===== src/rtl/riscv_pkg.sv =====
// Shared RV32 definitions: XLEN default, M-extension funct3 codes, MDU FSM states.
package riscv_pkg;

    localparam int unsigned XLEN_DEFAULT = 32;

    localparam logic [2:0] F3_MUL    = 3'b000;
    localparam logic [2:0] F3_MULH   = 3'b001;
    localparam logic [2:0] F3_MULHSU = 3'b010;
    localparam logic [2:0] F3_MULHU  = 3'b011;
    localparam logic [2:0] F3_DIV    = 3'b100;
    localparam logic [2:0] F3_DIVU   = 3'b101;
    localparam logic [2:0] F3_REM    = 3'b110;
    localparam logic [2:0] F3_REMU   = 3'b111;

    typedef enum logic [1:0] {
        IDLE   = 2'd0,
        PREP   = 2'd1,
        CALC   = 2'd2,
        FINISH = 2'd3
    } mdu_state_t;

    // rs1 is treated as signed by MULH, MULHSU, DIV and REM
    function automatic logic f3_signed_a(input logic [2:0] f3);
        return (f3 == F3_MULH) || (f3 == F3_MULHSU) || (f3 == F3_DIV) || (f3 == F3_REM);
    endfunction

    // rs2 is treated as signed by MULH, DIV and REM
    function automatic logic f3_signed_b(input logic [2:0] f3);
        return (f3 == F3_MULH) || (f3 == F3_DIV) || (f3 == F3_REM);
    endfunction

endpackage


===== src/rtl/mdu_sign_adj.sv =====
// Conditional two's-complement negate, used for operand abs and result sign fix.
module mdu_sign_adj #(
    parameter int unsigned W = 32
) (
    input  logic [W-1:0] value,
    input  logic         negate,
    output logic [W-1:0] result
);

    // Negate at full width when requested, otherwise pass through
    always_comb begin
        result = negate ? (~value + W'(1)) : value;
    end

endmodule


===== src/rtl/mul_div_unit.sv =====
// Multi-cycle RV32M unit: iterative shift-add multiply and restoring divide.
module mul_div_unit
    import riscv_pkg::*;
#(
    parameter int unsigned XLEN = XLEN_DEFAULT
) (
    input  logic            clk,
    input  logic            rst_n,
    input  logic            start,
    input  logic            flush,
    input  logic [2:0]      funct3,
    input  logic [XLEN-1:0] rs1,
    input  logic [XLEN-1:0] rs2,
    output logic            busy,
    output logic            done,
    output logic [XLEN-1:0] result
);

    localparam int unsigned CW = $clog2(XLEN);

    mdu_state_t      state, state_nxt;
    logic [2:0]      op;
    // hi/lo: product register for multiply; remainder/quotient pair for divide.
    // md: multiplicand or divisor. rs1 sits in lo and rs2 in md until PREP.
    logic [XLEN-1:0] hi, lo, md;
    logic [XLEN-1:0] result_q;
    logic            neg_q, neg_r;
    logic [CW-1:0]   cnt;

    logic            is_div, a_neg, b_neg, div_zero, div_ovf, special;
    logic [XLEN-1:0] abs_a, abs_b, quo_fix, rem_fix, res_fin;
    logic [2*XLEN-1:0] prod_fix;
    logic [XLEN:0]   mul_sum, rem_sh, div_diff;

    mdu_sign_adj #(.W(XLEN))   u_abs_a (.value(lo), .negate(a_neg), .result(abs_a));
    mdu_sign_adj #(.W(XLEN))   u_abs_b (.value(md), .negate(b_neg), .result(abs_b));
    mdu_sign_adj #(.W(2*XLEN)) u_prod  (.value({hi, lo}), .negate(neg_q), .result(prod_fix));
    mdu_sign_adj #(.W(XLEN))   u_quo   (.value(lo), .negate(neg_q), .result(quo_fix));
    mdu_sign_adj #(.W(XLEN))   u_rem   (.value(hi), .negate(neg_r), .result(rem_fix));

    // Operand classification and per-iteration arithmetic
    always_comb begin
        is_div   = op[2];
        a_neg    = f3_signed_a(op) && lo[XLEN-1];
        b_neg    = f3_signed_b(op) && md[XLEN-1];
        div_zero = is_div && (md == '0);
        div_ovf  = is_div && !op[0] && (lo == {1'b1, {(XLEN-1){1'b0}}}) && (md == '1);
        special  = div_zero || div_ovf;
        mul_sum  = {1'b0, hi} + (lo[0] ? {1'b0, md} : '0);
        rem_sh   = {hi, lo[XLEN-1]};
        div_diff = rem_sh - {1'b0, md};
    end

    // Final result selection from the sign-fixed registers
    always_comb begin
        res_fin = quo_fix;
        case (op)
            F3_MUL:                       res_fin = prod_fix[XLEN-1:0];
            F3_MULH, F3_MULHSU, F3_MULHU: res_fin = prod_fix[2*XLEN-1:XLEN];
            F3_REM, F3_REMU:              res_fin = rem_fix;
            default:                      res_fin = quo_fix;
        endcase
    end

    // State register
    always_ff @(posedge clk or negedge rst_n) begin
        if (!rst_n) state <= IDLE;
        else        state <= state_nxt;
    end

    // Next-state logic and status outputs; flush overrides everything
    always_comb begin
        state_nxt = state;
        busy      = (state != IDLE);
        done      = (state == FINISH) && !flush;
        result    = done ? res_fin : result_q;
        case (state)
            IDLE:    if (start) state_nxt = PREP;
            PREP:    state_nxt = special ? FINISH : CALC;
            CALC:    if (cnt == '0) state_nxt = FINISH;
            FINISH:  state_nxt = IDLE;
            default: state_nxt = IDLE;
        endcase
        if (flush) state_nxt = IDLE;
    end

    // Datapath: operand capture, abs/special-case prep, iteration, result hold
    always_ff @(posedge clk or negedge rst_n) begin
        if (!rst_n) begin
            op       <= '0;
            hi       <= '0;
            lo       <= '0;
            md       <= '0;
            result_q <= '0;
            neg_q    <= 1'b0;
            neg_r    <= 1'b0;
            cnt      <= '0;
        end else if (!flush) begin
            case (state)
                IDLE: if (start) begin
                    op <= funct3;
                    lo <= rs1;
                    md <= rs2;
                    hi <= '0;
                end
                PREP: begin
                    cnt <= CW'(XLEN - 1);
                    hi  <= '0;
                    if (div_zero) begin
                        lo    <= '1;
                        hi    <= lo;
                        neg_q <= 1'b0;
                        neg_r <= 1'b0;
                    end else if (div_ovf) begin
                        lo    <= {1'b1, {(XLEN-1){1'b0}}};
                        neg_q <= 1'b0;
                        neg_r <= 1'b0;
                    end else if (is_div) begin
                        lo    <= abs_a;
                        md    <= abs_b;
                        neg_q <= a_neg ^ b_neg;
                        neg_r <= a_neg;
                    end else begin
                        // multiplier goes in lo so its LSB steers each add
                        lo    <= abs_b;
                        md    <= abs_a;
                        neg_q <= a_neg ^ b_neg;
                        neg_r <= 1'b0;
                    end
                end
                CALC: begin
                    cnt <= cnt - CW'(1);
                    if (is_div) begin
                        hi <= div_diff[XLEN] ? rem_sh[XLEN-1:0] : div_diff[XLEN-1:0];
                        lo <= {lo[XLEN-2:0], ~div_diff[XLEN]};
                    end else begin
                        hi <= mul_sum[XLEN:1];
                        lo <= {mul_sum[0], lo[XLEN-1:1]};
                    end
                end
                FINISH: result_q <= res_fin;
                default: ;
            endcase
        end
    end

endmodule


===== config.mk =====
export PLATFORM = sky130hd
export DESIGN_NAME = mul_div_unit
export DESIGN_NICKNAME = d
export VERILOG_FILES = /design/src/rtl/riscv_pkg.sv /design/src/rtl/mdu_sign_adj.sv /design/src/rtl/mul_div_unit.sv
export SDC_FILE = /design/constraint.sdc
export NUM_CORES = 1
export LEC_CHECK = 0
export ABC_AREA = 0
export CAP_MARGIN = 15
export CORE_UTILIZATION = 25
export DETAILED_ROUTE_END_ITERATION = 7
export GPL_ROUTABILITY_DRIVEN = 1
export GPL_TIMING_DRIVEN = 0
export SKIP_CTS_REPAIR_TIMING = 1
export SKIP_LAST_GASP = 1
export SYNTH_ARGS = -nofsm -noshare
export SYNTH_HDL_FRONTEND = slang
export SYNTH_HIERARCHICAL = 1
export SYNTH_SLANG_ARGS = --single-unit

===== constraint.sdc =====
create_clock -name clk -period 6.76 [get_ports clk]
set_input_delay 1.014 -clock clk [delete_from_list [all_inputs] [get_ports clk]]
set_output_delay 1.014 -clock clk [all_outputs]
set_load 0.005 [all_outputs]

==> run_results.csv, run 1 <==
group,metric,value,unit
synth,post_synthesis_mux_area_share,0.105,
synth,synthXorXnorAreaFrac,0.119,
hold_path,hold_path_startpoint,"cnt[3]",
synth,postSynthAreaPerCell,8.03,um2
flow_run,drv.max_cap_violation_count,0,
cts,clk_transition_reported_paths,0.06,ns
synth,largest_family_of_logic_cells_by_synthesized_area,"compound AO/OA/AOI/OAI gates",
finish,synthToLayoutAreaGrowth,16.5,%
finish,finish.net_count,2435,
finish,final_area,20200,um2
timing,finalSetupViolCount,0,
synth,postSynthNetCount,2311,
detailed_routing,finalWirelength,75400,um
floorplanning,core,68700,um2
detailed_routing,post-route-drc-count,29,
timing,min_period_over_period,0.873,
placement,detailed_place.area,19600,um2
detailed_routing,detailedRoute.firstIterationViolations,2018,
pwr,net_switching_power,5.78,mW
worst_setup_path,crit-reg2reg-launch,"lo[0]",
synth,synth_warnings,6,
global_routing,first_global_vias,17600,
pwr,cellInternalPower,4.56,mW
hold_path,holdCritPathClass,"flop to flop",
worst_setup_path,setup.worst_path.end_class,"output pin",
global_routing,grt_util_all_layers,0.212,
worst_setup_path,critical_path_peak_fanout,17,
timing,setup_slack_after_layout,0.861,ns
synth,synth_edf_count,0,
timing,max_freq,170,MHz
placement,dp_worst_setup_slack,1.51,ns
floorplanning,row_count,96,
synth,ys_seq_area_frac,0.202,
synth,ys_async_sr_fraction,1.00,
status,failing_checks,"design-rule violations",
cts,tritoncts,"yes",
timing,setup_total_negative_slack,0,ns
global_routing,pin_count_of_the_biggest_net_entering_global_routing,74,
cts,clock-sinks,140,
worst_setup_path,rrSetupSlack,1.88,ns
timing,final-max-slew-violation-count,0,
cts,cts_inserted_buffers,17,
detailed_routing,dr_total_vias,18000,
pwr,power.share.switching,0.559,
cts,htree_levels,4,
worst_setup_path,timing.critical_path.required,5.75,ns
synth,post_synth_and_or_nand_nor_area_fraction,0.203,
floorplanning,initial_core_util,0.253,
worst_setup_path,r2r_end,"hi[29]",
timing,clock-skew-final,0.0196,ns
status,status,"finished, violations left",
timing,unrepaired_setup_endpoints_after_global_routing,"no",
global_routing,initial_antenna_violation_count,4,
hold_path,worstHoldPathCells,1,
placement,io_buffers,103,
detailed_routing,route.antenna.remaining_nets,0,
timing,hold_violations_final,0,
pwr,power.sequential.fraction,0.232,
worst_setup_path,timing.reg2reg.worst_path_depth,15,
worst_setup_path,timing.critical_path.arrival,4.88,ns
cts,cts.root.buffer_cell,"clkbuf_16",
floorplanning,die_width,266,um
synth,ys_ff_latch,140,
worst_setup_path,timing.setup.critical_path_class,"flop to output pin",
floorplanning,die_h,266,um
cts,clock_path_buffers,2,
pwr,peakVddDrop,0.000246,V
synth,mappedNetlistArea,17400,um2
global_routing,wire_length_of_the_first_global_routing_pass,113000,um
cts,clock_insertion_delay_worst_skew,0.48,ns
detailed_routing,wire_per_inst,23.3,um
pwr,clock_power_share,0.099,
hold_path,worstHoldEndpoint,"cnt[3]",
worst_setup_path,worst_setup_path_start_kind,"flop",
synth,post_synth_inst_count,2161,
floorplanning,io_pins,105,
pwr,p_comb_frac,0.668,
timing,final_period_minus_worst_setup_slack,5.90,ns
global_routing,global_route.overflow_total,0,
synth,synth_fa_ha_area_frac,0.0578,
synth,synth_compound_gate_area_share,0.267,
floorplanning,die-area,70500,um2
synth,predominant_post_synthesis_flop_cell,"dfrtp_1",
detailed_routing,via_per_inst,5.58,
synth,synth.distinct_cells,89,
detailed_routing,firstDrtPassIters,8,
pwr,power.leakage,7.77,nW
timing,worstMarginPinSlew,1.29,ns
finish,drive_above_1_share,0.0927,
pwr,power_per_cell_area,512,nW/um2
timing,slew-limit-headroom,0.142,
placement,place_hpwl,57700,um
placement,place.gp.congestion,0.984,
worst max path at each step:
stage | cells after the start | endpoint | from | slack (ns)
floorplan | 8 | result[19] | lo[4] | 3.08
global placement | 1 | hi[10] | rst_n | -1.61
detailed placement | 7 | result[26] | op[2] | 1.51
CTS | 7 | result[26] | op[2] | 0.99
global route | 7 | result[26] | op[2] | 0.80
finish | 9 | result[31] | lo[20] | 0.86
area by class of cell:
cell class              instances  area, um2
multi-input cells            1823      13000
diodes                          5       12.5
plain buffers                 131        578
well taps                     931       1160
clock inverters                13        164
repair buffers                105       1090
fillers                      7461      48500
flip-flops and latches        140       3500
clock buffers                  18        429
inverters                      67        251
cell usage after synthesis, types with 66 or more instances:
cell type	n	area share
nand2_1	248	0.054
o21ai_0	228	0.066
xnor2_1	210	0.11
dfrtp_1	140	0.20
a21oi_1	118	0.034
mux2i_1	102	0.059
clkbuf_1	82	0.018
o21ai_1	81	0.023
ha_1	77	0.055
mux2_2	70	0.045
inv_1	67	0.014
nor2_1	66	0.014
sequential cells by signal, indices dropped and copies added, names as in the netlist:
signal and count:
op 3, state 2, cnt 5, hi 32, neg_q 1, lo 32
result_q 32, md 32, neg_r 1
kinds of logic (layout without fill, tap and decap cells):
kind of cell / after synthesis / count (layout)
compound gates: 707 / 707
xor+xnor: 235 / 235
fa+ha+maj: 79 / 79
buf+inv: 198 / 334
flops: 140 / 140
mux: 173 / 173
other cells: 0 / 5
simple gates: 629 / 629
power groups by stage:
stage | sequential [mW] | clock (mW) | combinational, mW
2_1_floorplan | 1.77 | 0 | 4.90
3_3_place_gp | 2.36 | 0 | 6.69
3_5_place_dp | 2.36 | 0 | 6.73
4_1_cts | 2.34 | 1.04 | 6.76
5_1_grt | 2.39 | 1.06 | 7.52
6_report | 2.40 | 1.03 | 6.91
per-stage QoR:
| step | cells | utilization | total power, mW | hold WS [ns] |
|---|---|---|---|---|
| 3_3_place_gp | 3195 | 0.285 | 9.06 | 0.466 |
| 2_1_floorplan | 2161 | - | 6.67 | 0.442 |
| 3_5_place_dp | 3196 | 0.285 | 9.09 | 0.469 |
| 6_report | 3233 | 0.294 | 10.3 | 0.474 |
| 4_1_cts | 3227 | 0.294 | 10.1 | 0.475 |
| 5_1_grt | 3228 | 0.294 | 11.0 | 0.520 |
per-layer routing:
| metal | part of all wire | up-vias | track usage |
|---|---|---|---|
| li1 | - | 8240 | - |
| met1 | 0.42 | 8723 | 0.274 |
| met2 | 0.44 | 902 | 0.332 |
| met3 | 0.10 | 172 | 0.0550 |
| met4 | 0.038 | 2 | 0.0930 |
| met5 | 0.00015 | - | 0 |
cells in the final DEF (no fill, tap or decap), types with 11 or more instances in the layout:
| cell | count |
|---|---|
| nand2_1 | 248 |
| o21ai_0 | 228 |
| xnor2_1 | 210 |
| dfrtp_1 | 140 |
| a21oi_1 | 118 |
| mux2i_1 | 102 |
| clkdlybuf4s50_1 | 102 |
| clkbuf_1 | 83 |
| o21ai_1 | 81 |
| ha_1 | 77 |
| mux2_2 | 70 |
| inv_1 | 67 |
| nor2_1 | 66 |
| o31ai_1 | 57 |
| nand3_1 | 43 |
| o211ai_1 | 42 |
| and2_1 | 41 |
| nand2b_1 | 32 |
| nand4_1 | 31 |
| nor4_1 | 28 |
| o41ai_1 | 28 |
| xor2_1 | 25 |
| a21o_1 | 22 |
| nor3_1 | 21 |
| o41ai_2 | 21 |
| buf_1 | 20 |
| or3_1 | 19 |
| clkbuf_16 | 17 |
| nor4_4 | 16 |
| buf_2 | 15 |
| a31oi_1 | 15 |
| a22o_1 | 12 |
| a22oi_1 | 11 |
worst max-delay path: stages (launching register included):
cell and delay (ns):
dfrtp_1 0.81, nor3_1 0.71, nor4b_4 0.50, nand4_4 0.31
o41ai_2 0.50, xnor2_1 0.10, mux2_2 0.26, o21ai_0 0.43
o21ai_0 0.25, clkdlybuf4s50_1 0.50
Note: power is estimated with default switching activity, not from simulation.
==> inputs of run 2 (changes only) <==
Settings changed: SYNTH_HIERARCHICAL 1 to default.
==> run_results.csv, run 2 <==
group,metric,value,unit
timing,slew-limit-headroom,0.249,
detailed_routing,via_per_inst,5.61,
finish,synthToLayoutAreaGrowth,17.3,%
global_routing,grt.met1_usage,0.308,
global_routing,initial_antenna_violation_count,1,
detailed_routing,firstDrtPassIters,8,
floorplanning,initial_core_util,0.253,
floorplanning,die-area,62100,um2
timing,worstMarginPinSlew,1.12,ns
placement,detailed_place.area,17300,um2
global_routing,grt_util_all_layers,0.223,
worst_setup_path,cp-startpoint,"lo[0]",
worst_setup_path,critical_path.cell_chain,"clkbuf_1 -> clkinv_1 -> ha_1 -> nor3b_2 -> nand4b_1 -> or3_1 -> buf_2 -> or3_4 -> o21a_1 -> xor2_1 -> nor2_1 -> o21ai_0 -> clkdlybuf4s50_1",
synth,synth_top_cells_by_area,"dfrtp_1 23%, o21ai_0 6.8%, a21oi_1 6.3%, ha_1 6.2%, nand2_1 5.9%",
synth,postSynthAreaPerCell,7.39,um2
finish,drive_above_1_share,0.0481,
placement,io_buffers,103,
placement,place.gp.congestion,1.03,
finish,layout_commonest_cell,"nand2_1",
cts,htree_levels,4,
worst_setup_path,timing.reg2reg.worst_path_depth,15,
detailed_routing,finalWirelength,70700,um
detailed_routing,wire_per_inst,23.7,um
synth,postSynthNetCount,2215,
detailed_routing,dr_total_vias,16800,
worst_setup_path,crit_path_slowest_cell,"clkinv_1",
cts,clock_path_buffers,2,
global_routing,met2_usage,0.331,
finish,finish.net_count,2339,
floorplanning,row_count,90,
detailed_routing,detailedRoute.firstIterationViolations,2180,
worst_setup_path,crit_end,"result[2]",
global_routing,wire_length_of_the_first_global_routing_pass,103000,um
worst_setup_path,timing.setup.critical_path_class,"flop to output pin",
status,status,"completed",
floorplanning,die_h,249,um
worst_setup_path,timing.critical_path.required,5.75,ns
worst_setup_path,setup.worst_path.end_class,"output pin",
global_routing,first_global_vias,15900,
synth,ys_async_sr_fraction,1.00,
synth,synth.most_common_cell,"nand2_1",
global_routing,globalRoute.busiestLayer,"met2",
cts,clock-sinks,140,
timing,unrepaired_setup_endpoints_after_global_routing,"no",
synth,synth_area_leader_cell,"dfrtp_1",
detailed_routing,post-route-drc-count,0,
synth,ys_ff_latch,140,
pwr,power.leakage,7.27,nW
global_routing,pin_count_of_the_biggest_net_entering_global_routing,104,
timing,final-max-slew-violation-count,0,
floorplanning,core,60400,um2
synth,mappedNetlistArea,15300,um2
finish,most-common-layout-cells,"239 x nand2_1, 206 x o21ai_0, 193 x a21oi_1",
synth,predominant_post_synthesis_flop_cell,"dfrtp_1",
synth,synth_warnings,0,
worst_setup_path,r2r_end,"hi[30]",
timing,hold_violations_final,0,
synth,ys_seq_area_frac,0.229,
worst_setup_path,worst_setup_path_start_kind,"flop",
timing,max_freq,154,MHz
flow_run,drv.max_cap_violation_count,0,
worst_setup_path,max_stage_delay,0.83,ns
detailed_routing,route.antenna.remaining_nets,0,
timing,min_period_over_period,0.962,
cts,tritoncts,"yes",
pwr,p_total,9.10,mW
timing,finalSetupViolCount,0,
worst_setup_path,timing.critical_path.arrival,5.49,ns
synth,synth_edf_count,0,
global_routing,global_route.overflow_total,0,
finish,final_core_util,0.297,
worst_setup_path,rrSetupSlack,0.94,ns
finish,final.fill_count,6620,
finish,final_area,17900,um2
timing,final_period_minus_worst_setup_slack,6.51,ns
worst_setup_path,critical_path_peak_fanout,16,
timing,clock-skew-final,0.0203,ns
pwr,peakVddDrop,0.000147,V
synth,post_synth_inst_count,2066,
global_routing,grt.met3_usage,0.0527,
floorplanning,die_width,249,um
hold_path,holdCritPathClass,"input port to async pin",
floorplanning,io_pins,105,
cts,cts.root.buffer_cell,"clkbuf_16",
synth,synth.distinct_cells,79,
cts,clk_transition_reported_paths,0.08,ns
worst_setup_path,crit-reg2reg-launch,"lo[0]",
pwr,power_per_cell_area,508,nW/um2
synth,synthDominantCellAreaShare,0.229,
placement,place_hpwl,55500,um
cts,clock_insertion_delay_worst_skew,0.48,ns
cts,cts_inserted_buffers,17,
synth,post_synth_most_frequent_cells,"239 x nand2_1, 206 x o21ai_0, 193 x a21oi_1",
## run 2: changes by cell type in the layout (fill, tap and decap cells not counted), sizes merged, moves of 51 or more
cell    delta
nor2     +112
xnor2    -112
o21ai     -86
a21oi     +76
xor2      +67
clkbuf    +57
mux2      -51
## run 2: critical path: cells and delay by family (launching register included)
family | cells | cell delay [ns]
AOI/OAI and AO/OA | 2 | 0.84
xor gates and xnor gates | 1 | 0.18
adders and majority gates | 1 | 0.52
buffers and inverters | 4 | 2.23
DFF | 1 | 0.32
and+or+nand+nor | 5 | 0.88
## run 2: kinds of logic after synthesis
family / count (synthesis) / share of synthesized area
and+or+nand+nor: 645 / 0.196
AOI/OAI and AO/OA: 687 / 0.278
adders and majority gates: 78 / 0.0649
buffers and inverters: 234 / 0.0610
xor gates and xnor gates: 190 / 0.109
muxes: 92 / 0.0620
DFF: 140 / 0.229
## run 2: how the worst min path moves through the flow
stage | start | to | cells after the start
floorplan | result_q[17] | result_q[17] | 1
global placement | result_q[10] | result_q[10] | 2
detailed placement | result_q[17] | result_q[17] | 1
CTS | rst_n | hi[4] | 1
global route | rst_n | hi[4] | 1
finish | rst_n | hi[4] | 1
## run 2: layer usage
layer	vias up	share of wire
met4	2	0.040
met2	1018	0.42
met1	7899	0.44
li1	7653	-
met5	-	0.00011
met3	193	0.11
## run 2: where the power goes
| part | leakage [nW] | total (mW) | internal, mW | switching (mW) |
|---|---|---|---|---|
| clock network | 0.280 | 1.01 | 0.535 | 0.471 |
| logic | 5.25 | 6.70 | 2.20 | 4.50 |
| registers | 1.74 | 1.40 | 1.15 | 0.252 |
## run 2: final cells by class
type / instances / area [um2] / area share
Tap cell: 782 / 978 / 0.0546
Clock buffer: 19 / 453 / 0.0253
Sequential cell: 140 / 3500 / 0.196
Multi-Input combinational cell: 1692 / 10800 / 0.605
Clock inverter: 13 / 133 / 0.00740
Timing Repair Buffer: 106 / 1070 / 0.0600
Inverter: 66 / 248 / 0.0138
Buffer: 167 / 679 / 0.0379
Antenna cell: 2 / 5.00 / 0.000279
## run 2: stage by stage
step / worst slack, ns / std cells / hold WS, ns / setup TNS, ns
finish: 0.255 / 2987 / 0.413 / 0
global route: 0.0731 / 2985 / 0.437 / 0
CTS: -0.177 / 2986 / 0.414 / -0.455
detailed placement: 0.316 / 2954 / 0.482 / 0
global placement: -1.85 / 2951 / 0.479 / -254.82
floorplan: 2.39 / 2066 / 0.485 / 0
